[src/rtl/config_pkg.sv]
// Shared FP configuration constants.
package config_pkg;
  localparam int unsigned FLEN          = 64;
  localparam bit          ZFH_SUPPORTED = 1'b1;
  localparam bit          D_SUPPORTED   = 1'b1;
  localparam bit          Q_SUPPORTED   = 1'b0;
endpackage

[src/rtl/fli_encode.sv]
// Inverse of the Zfa FP immediate load: maps a NaN-boxed FP register value
// to the fli Rs1 index that would produce it. Two-stage valid/ready pipeline.
module fli_encode
  import config_pkg::*;
(
  input  logic            clk,
  input  logic            reset,
  input  logic            InValid,
  output logic            InReady,
  input  logic [FLEN-1:0] X,
  input  logic [1:0]      Fmt,
  output logic            OutValid,
  input  logic            OutReady,
  output logic [4:0]      Idx,
  output logic            Hit,
  output logic            BadBox
);

  typedef enum logic [1:0] {
    FMT_S = 2'b00,
    FMT_D = 2'b01,
    FMT_H = 2'b10,
    FMT_Q = 2'b11
  } fmt_e;

  // Operand is widened so every format's fields can be sliced for any FLEN.
  localparam int unsigned XW = (FLEN > 128) ? FLEN : 128;

  localparam logic H_OK = (ZFH_SUPPORTED != 1'b0) && (FLEN >= 16);
  localparam logic S_OK = (FLEN >= 32);
  localparam logic D_OK = (D_SUPPORTED != 1'b0) && (FLEN >= 64);
  localparam logic Q_OK = (Q_SUPPORTED != 1'b0) && (FLEN >= 128);

  // True when bits [FLEN-1:w] are all ones (or the format fills the register).
  function automatic logic boxed(input logic [XW-1:0] v, input int unsigned w);
    logic [XW-1:0] mask;
    if (w >= FLEN) return 1'b1;
    mask = (XW'(1) << (FLEN - w)) - XW'(1);
    return ((v >> w) & mask) == mask;
  endfunction

  logic [XW-1:0]      xw;
  logic               d_ok, d_box, d_sign, d_half, d_emax, d_ezero, d_rz;
  logic [14:0]        d_ef;
  logic signed [15:0] d_bias, d_exp;
  logic [1:0]         d_m2;

  // Field extraction per format: sign, exponent, top two mantissa bits, rest-zero.
  always_comb begin
    xw      = XW'(X);
    d_ok    = 1'b0;
    d_box   = 1'b1;
    d_sign  = 1'b0;
    d_half  = 1'b0;
    d_emax  = 1'b0;
    d_ezero = 1'b0;
    d_rz    = 1'b0;
    d_ef    = '0;
    d_bias  = '0;
    d_m2    = '0;
    case (fmt_e'(Fmt))
      FMT_H: begin
        d_ok = H_OK; d_half = 1'b1; d_box = boxed(xw, 16);
        d_sign = xw[15]; d_ef = 15'(xw[14:10]); d_bias = 16'sd15;
        d_emax = &xw[14:10]; d_ezero = ~|xw[14:10];
        d_m2 = xw[9:8]; d_rz = ~|xw[7:0];
      end
      FMT_S: begin
        d_ok = S_OK; d_box = boxed(xw, 32);
        d_sign = xw[31]; d_ef = 15'(xw[30:23]); d_bias = 16'sd127;
        d_emax = &xw[30:23]; d_ezero = ~|xw[30:23];
        d_m2 = xw[22:21]; d_rz = ~|xw[20:0];
      end
      FMT_D: begin
        d_ok = D_OK; d_box = boxed(xw, 64);
        d_sign = xw[63]; d_ef = 15'(xw[62:52]); d_bias = 16'sd1023;
        d_emax = &xw[62:52]; d_ezero = ~|xw[62:52];
        d_m2 = xw[51:50]; d_rz = ~|xw[49:0];
      end
      FMT_Q: begin
        d_ok = Q_OK; d_box = boxed(xw, 128);
        d_sign = xw[127]; d_ef = xw[126:112]; d_bias = 16'sd16383;
        d_emax = &xw[126:112]; d_ezero = ~|xw[126:112];
        d_m2 = xw[111:110]; d_rz = ~|xw[109:0];
      end
      default: ;
    endcase
    d_exp = $signed({1'b0, d_ef}) - d_bias;
  end

  logic               s1_valid, s2_valid, s2_load;
  logic               s1_unsup, s1_bad, s1_sign, s1_half, s1_emax, s1_ezero, s1_emin, s1_rz;
  logic signed [15:0] s1_exp;
  logic [1:0]         s1_m2;

  // Stage 2 takes a new entry when empty or draining; stage 1 moves with it.
  assign s2_load  = ~s2_valid | OutReady;
  assign InReady  = ~s1_valid | s2_load;
  assign OutValid = s2_valid;

  // Stage 1: register the decoded fields and the box check.
  always_ff @(posedge clk) begin
    if (reset) begin
      s1_valid <= 1'b0;
      s1_unsup <= 1'b0;
      s1_bad   <= 1'b0;
      s1_sign  <= 1'b0;
      s1_half  <= 1'b0;
      s1_emax  <= 1'b0;
      s1_ezero <= 1'b0;
      s1_emin  <= 1'b0;
      s1_rz    <= 1'b0;
      s1_exp   <= '0;
      s1_m2    <= '0;
    end else if (InReady) begin
      s1_valid <= InValid;
      if (InValid) begin
        s1_unsup <= ~d_ok;
        s1_bad   <= d_ok & ~d_box;
        s1_sign  <= d_sign;
        s1_half  <= d_half;
        s1_emax  <= d_emax;
        s1_ezero <= d_ezero;
        s1_emin  <= (d_ef == 15'd1);
        s1_rz    <= d_rz;
        s1_exp   <= d_exp;
        s1_m2    <= d_m2;
      end
    end
  end

  logic [4:0] lk_idx;
  logic       lk_hit, lk_bad;

  // Table lookup. Half +inf resolves to 30 via the inf path, shadowing entry 29.
  always_comb begin
    lk_idx = '0;
    lk_hit = 1'b0;
    lk_bad = 1'b0;
    if (s1_unsup) begin
      lk_hit = 1'b0;
    end else if (s1_bad) begin
      lk_idx = 5'd31; lk_hit = 1'b1; lk_bad = 1'b1;
    end else if (!s1_rz || (s1_sign && !(s1_exp == 16'sd0 && s1_m2 == 2'b00 && !s1_emax && !s1_ezero))) begin
      lk_hit = 1'b0;
    end else if (s1_sign) begin
      lk_idx = 5'd0; lk_hit = 1'b1;
    end else if (s1_emax) begin
      if (s1_m2 == 2'b00) begin
        lk_idx = 5'd30; lk_hit = 1'b1;
      end else if (s1_m2 == 2'b10) begin
        lk_idx = 5'd31; lk_hit = 1'b1;
      end
    end else if (s1_ezero) begin
      // Half-precision 2^-16 and 2^-15 are subnormal encodings.
      if (s1_half && s1_m2 == 2'b01) begin
        lk_idx = 5'd2; lk_hit = 1'b1;
      end else if (s1_half && s1_m2 == 2'b10) begin
        lk_idx = 5'd3; lk_hit = 1'b1;
      end
    end else if (s1_emin && s1_m2 == 2'b00) begin
      lk_idx = 5'd1; lk_hit = 1'b1;
    end else if (s1_m2 == 2'b00) begin
      lk_hit = 1'b1;
      case (s1_exp)
        -16'sd16: lk_idx = 5'd2;
        -16'sd15: lk_idx = 5'd3;
        -16'sd8:  lk_idx = 5'd4;
        -16'sd7:  lk_idx = 5'd5;
        -16'sd4:  lk_idx = 5'd6;
        -16'sd3:  lk_idx = 5'd7;
        -16'sd2:  lk_idx = 5'd8;
        -16'sd1:  lk_idx = 5'd12;
        16'sd0:   lk_idx = 5'd16;
        16'sd1:   lk_idx = 5'd20;
        16'sd2:   lk_idx = 5'd23;
        16'sd3:   lk_idx = 5'd24;
        16'sd4:   lk_idx = 5'd25;
        16'sd7:   lk_idx = 5'd26;
        16'sd8:   lk_idx = 5'd27;
        16'sd15:  lk_idx = 5'd28;
        16'sd16:  lk_idx = 5'd29;
        default:  lk_hit = 1'b0;
      endcase
    end else begin
      lk_hit = 1'b1;
      case (s1_exp)
        -16'sd2: lk_idx = 5'd8  + {3'b000, s1_m2};
        -16'sd1: lk_idx = 5'd12 + {3'b000, s1_m2};
        16'sd0:  lk_idx = 5'd16 + {3'b000, s1_m2};
        16'sd1: begin
          if (s1_m2 != 2'b11) lk_idx = 5'd20 + {3'b000, s1_m2};
          else                lk_hit = 1'b0;
        end
        default: lk_hit = 1'b0;
      endcase
    end
  end

  // Stage 2: result register, held while the consumer stalls.
  always_ff @(posedge clk) begin
    if (reset) begin
      s2_valid <= 1'b0;
      Idx      <= '0;
      Hit      <= 1'b0;
      BadBox   <= 1'b0;
    end else if (s2_load) begin
      s2_valid <= s1_valid;
      if (s1_valid) begin
        Idx    <= lk_idx;
        Hit    <= lk_hit;
        BadBox <= lk_bad;
      end
    end
  end

endmodule

[config.mk]
export PLATFORM = sky130hd
export DESIGN_NAME = fli_encode
export DESIGN_NICKNAME = d
export VERILOG_FILES = /design/src/rtl/config_pkg.sv /design/src/rtl/fli_encode.sv
export SDC_FILE = /design/constraint.sdc
export NUM_CORES = 1
export LEC_CHECK = 0
export ABC_AREA = 1
export CAP_MARGIN = 20
export CORE_MARGIN = 2
export CORE_UTILIZATION = 45
export DETAILED_ROUTE_END_ITERATION = 10
export PLACE_DENSITY_LB_ADDON = 0.2
export SETUP_SLACK_MARGIN = 0.2
export SLEW_MARGIN = 20
export SYNTH_ARGS = -nofsm -noshare
export SYNTH_HDL_FRONTEND = slang
export SYNTH_SLANG_ARGS = --single-unit
export TNS_END_PERCENT = 10
[constraint.sdc]
create_clock -name clk -period 2.4 [get_ports clk]
set_clock_uncertainty 0.1 [all_clocks]
set_input_delay 0.48 -clock clk [delete_from_list [all_inputs] [get_ports clk]]
set_output_delay 0.48 -clock clk [all_outputs]
set_load 0.01 [all_outputs]
==> results_dict.tcl <==
set metrics [dict create \
    status "completed" \
    drt_iter0_drc 170 \
    drt-total-wl_um 9840 \
    synthCells 509 \
    clk_latency_ns 0.29 \
    grt.total_usage 0.274 \
    regArea_um2 701 \
    drive_gt1_frac 0.180 \
    slew_violations 0 \
    finalHoldViolations 0 \
    leakagePower_nw 2.12 \
    num_vias 3902 \
    synth_top_family_by_area "simple AND/OR/NAND/NOR gates" \
    wire_per_inst_um 13.6 \
    tightest_slew_ns 0.361 \
    synth_fa_ha_area_frac 0.0331 \
    crit_chain "clkdlybuf4s50_1 > inv_1 > o21ai_2 > o21ai_2 > nor2_2 > nand2_2 > nor2_1 > nand3b_1 > nand3_2 > nand2_1 > nand3_1 > nand2_1 > nor2_1 > nor2_1" \
    synth_warnings 0 \
    largest_reg_flops 16 \
    num_rows 29 \
    synth_simple_gate_area_share 0.408 \
    grt_pass1_wl_um 16600 \
    syn_area_um2 3030 \
    start_kind "input pin" \
    yosysSeqAreaShare 0.232 \
    io_pins 79 \
    required_ns 2.47 \
    grt_pass1_vias 3772 \
    crit_path_end_kind "register" \
    hold_path_class "register to register" \
    clock-sinks 35 \
    cp.arrival_ns 2.26 \
    grt_max_degree 25 \
    die_w_um 86.0 \
    drt-vias-per-instance 5.40 \
    synth_xor_area_frac 0.0203 \
    path_delay_family "simple AND/OR/NAND/NOR gates" \
    path_buf_inv 2 \
    detailed_place_hpwl_um 8190 \
    crit_top_cell "nor2_1" \
    vdd_ir_drop_max_v 0.000195 \
    synth_cell_types 43 \
    regMostFlops "s1_exp" \
    ys_ff_latch 35 \
    powerDensity_nw_per_um2 379 \
    fin_crit_sh 0.911 \
    cap_violations 0 \
    dieArea_um2 7400 \
    diodes 0 \
    max_freq_mhz 457 \
    cp_max_fo 3 \
    final_cell_mix "nand2_1, inv_1, clkdlybuf4s50_1" \
    finalCriticalPeriod_ns 2.19 \
    cts_tree "yes" \
    multi_input_area_um2 2070 \
    r2r_slack_ns 0.44 \
    setup_viol 0 \
    chipHeight_um 86.0 \
    grt_remaining_overflow 0 \
    nNetsFinal 723 \
    synth-compound-area-share 0.184 \
    h-tree-depth 2 \
    synthFlopType "dfxtp_1" \
    crit_type "input pin to register" \
    synth-edff-count 0 \
    clockBufferDepth 2 \
    grt_setup_unrepaired "yes" \
    final_common_cell "nand2_1" \
    gp_congestion 0.953 \
    final_antenna_net_count 0 \
    slew_headroom 0.758 \
    post-place-cells 711 \
    first_pass_iters 4 \
    holdWs_ns 0.371 \
    syn-num-nets 587 \
    reg_top3 "s1_exp (16), Idx (5), s1_m2 (2)" \
    start_util 0.471 \
    slowest_stage "clkdlybuf4s50_1" \
    cts_made_buffers 5 \
    final_cells 723 \
    antenna_found_initial 0 \
    drc_errors 0 \
    portBuffers 78 \
    cts_hold_buf 0 \
    synthMuxAreaShare 0 \
    postSynthAreaPerCell_um2 5.94 \
    root_buffer "clkbuf_8" \
    slowest_delay_ns 0.50 \
    clk_pin_slew_worst_paths_ns 0.07 \
    areaGrowthSynthToFinish_pct 50.4 \
    synth-async-reset-ratio 0 \
    fillCellCount 573 \
    core_um2 6420 \
]
-- synthesized netlist by cell type, types with 2 or more instances --
cell type	number	share of area
ha_1	8	0.033
nor2_4	2	0.0074
o21ai_0	27	0.045
inv_4	2	0.0041
xor2_1	3	0.0087
nand2_1	116	0.14
nand4_1	20	0.041
inv_1	79	0.098
clkbuf_1	8	0.0099
nor2_1	49	0.061
nor4_1	15	0.031
or2_1	3	0.0062
a21boi_1	2	0.0050
o211ai_1	4	0.0099
inv_2	3	0.0037
nor3_1	12	0.020
nand3_2	3	0.0099
dfxtp_1	35	0.23
xnor2_1	4	0.012
o21ai_1	4	0.0066
a41oi_1	4	0.012
nor2_2	4	0.0083
o22ai_1	5	0.010
a31oi_1	7	0.014
nand3_1	35	0.058
a21oi_1	37	0.061
buf_2	2	0.0033
-- power by group --
group / switching (mW) / internal [mW] / total (mW)
Clock: 0.219 / 0.203 / 0.421
Sequential: 0.0376 / 0.619 / 0.657
Combinational: 0.329 / 0.316 / 0.645
Total: 0.586 / 1.14 / 1.72
-- routing by layer --
layer,GRT usage,part of all wire,vias to the layer above
met4,0.127,0.043,0
met2,0.481,0.47,162
met1,0.331,0.43,1732
met3,0.0346,0.059,33
li1,-,-,1975
met5,0,0,-
-- path summary, 6_finish.rpt --
kind                                 from  cells past startpoint    endpoint
worst max-delay path                X[56]                     14  s1_exp[12]
worst min-delay path               s1_bad                      2      s1_bad
worst max register to register  s1_exp[3]                     15         Hit
worst min register to register     s1_bad                      2      s1_bad
-- per-stage QoR --
stage          worst slack [ns]   util  total power, mW  cell area, um^2  setup TNS [ns]
6_report                  0.213  0.708             1.72             4550               0
4_1_cts                   0.188  0.687             1.69             4410               0
3_5_place_dp             -0.343  0.674             1.27             4330           -3.44
2_1_floorplan             0.242      -            0.963             3040               0
3_3_place_gp             -0.236  0.674             1.26             4330           -2.18
5_1_grt                   0.143  0.708             1.83             4550               0
-- timing repair --
item,CTS,global route
pin swaps,0,14
buffers inserted,0,4
resized for setup,4,39
setup endpoints to repair,14,13
-- cell type report --
cell class	count	area share
Multi-Input combinational cell	378	0.455
Clock buffer	6	0.0160
Timing Repair Buffer	141	0.281
Inverter	84	0.0704
Clock inverter	2	0.00275
Tap cell	77	0.0212
Sequential cell	35	0.154
-- cells by family (layout without fill, tap and decap cells) --
logic type	Yosys count	after routing
AND/OR/NAND/NOR	266	266
AO/OA/AOI/OAI	97	97
buffers and inverters	96	233
adder cells (fa/ha/maj)	8	8
XOR/XNOR	7	7
flip-flops	35	35
-- worst reg2reg max path, stage by stage, from the launching register on --
cell and delay (ns):
dfxtp_1 0.35, nor2_1 0.30, inv_1 0.08, nor3_1 0.23, nand3_1 0.14, nand2_1 0.11, nor2_1 0.05, nand2_1 0.05
nand2_1 0.05, nand2_1 0.07, nand2_1 0.05, nand2_1 0.06, nand2_1 0.05, nand2_1 0.05, nand2_1 0.05, a21oi_1 0.11
(Power assumes the default switching activity.)
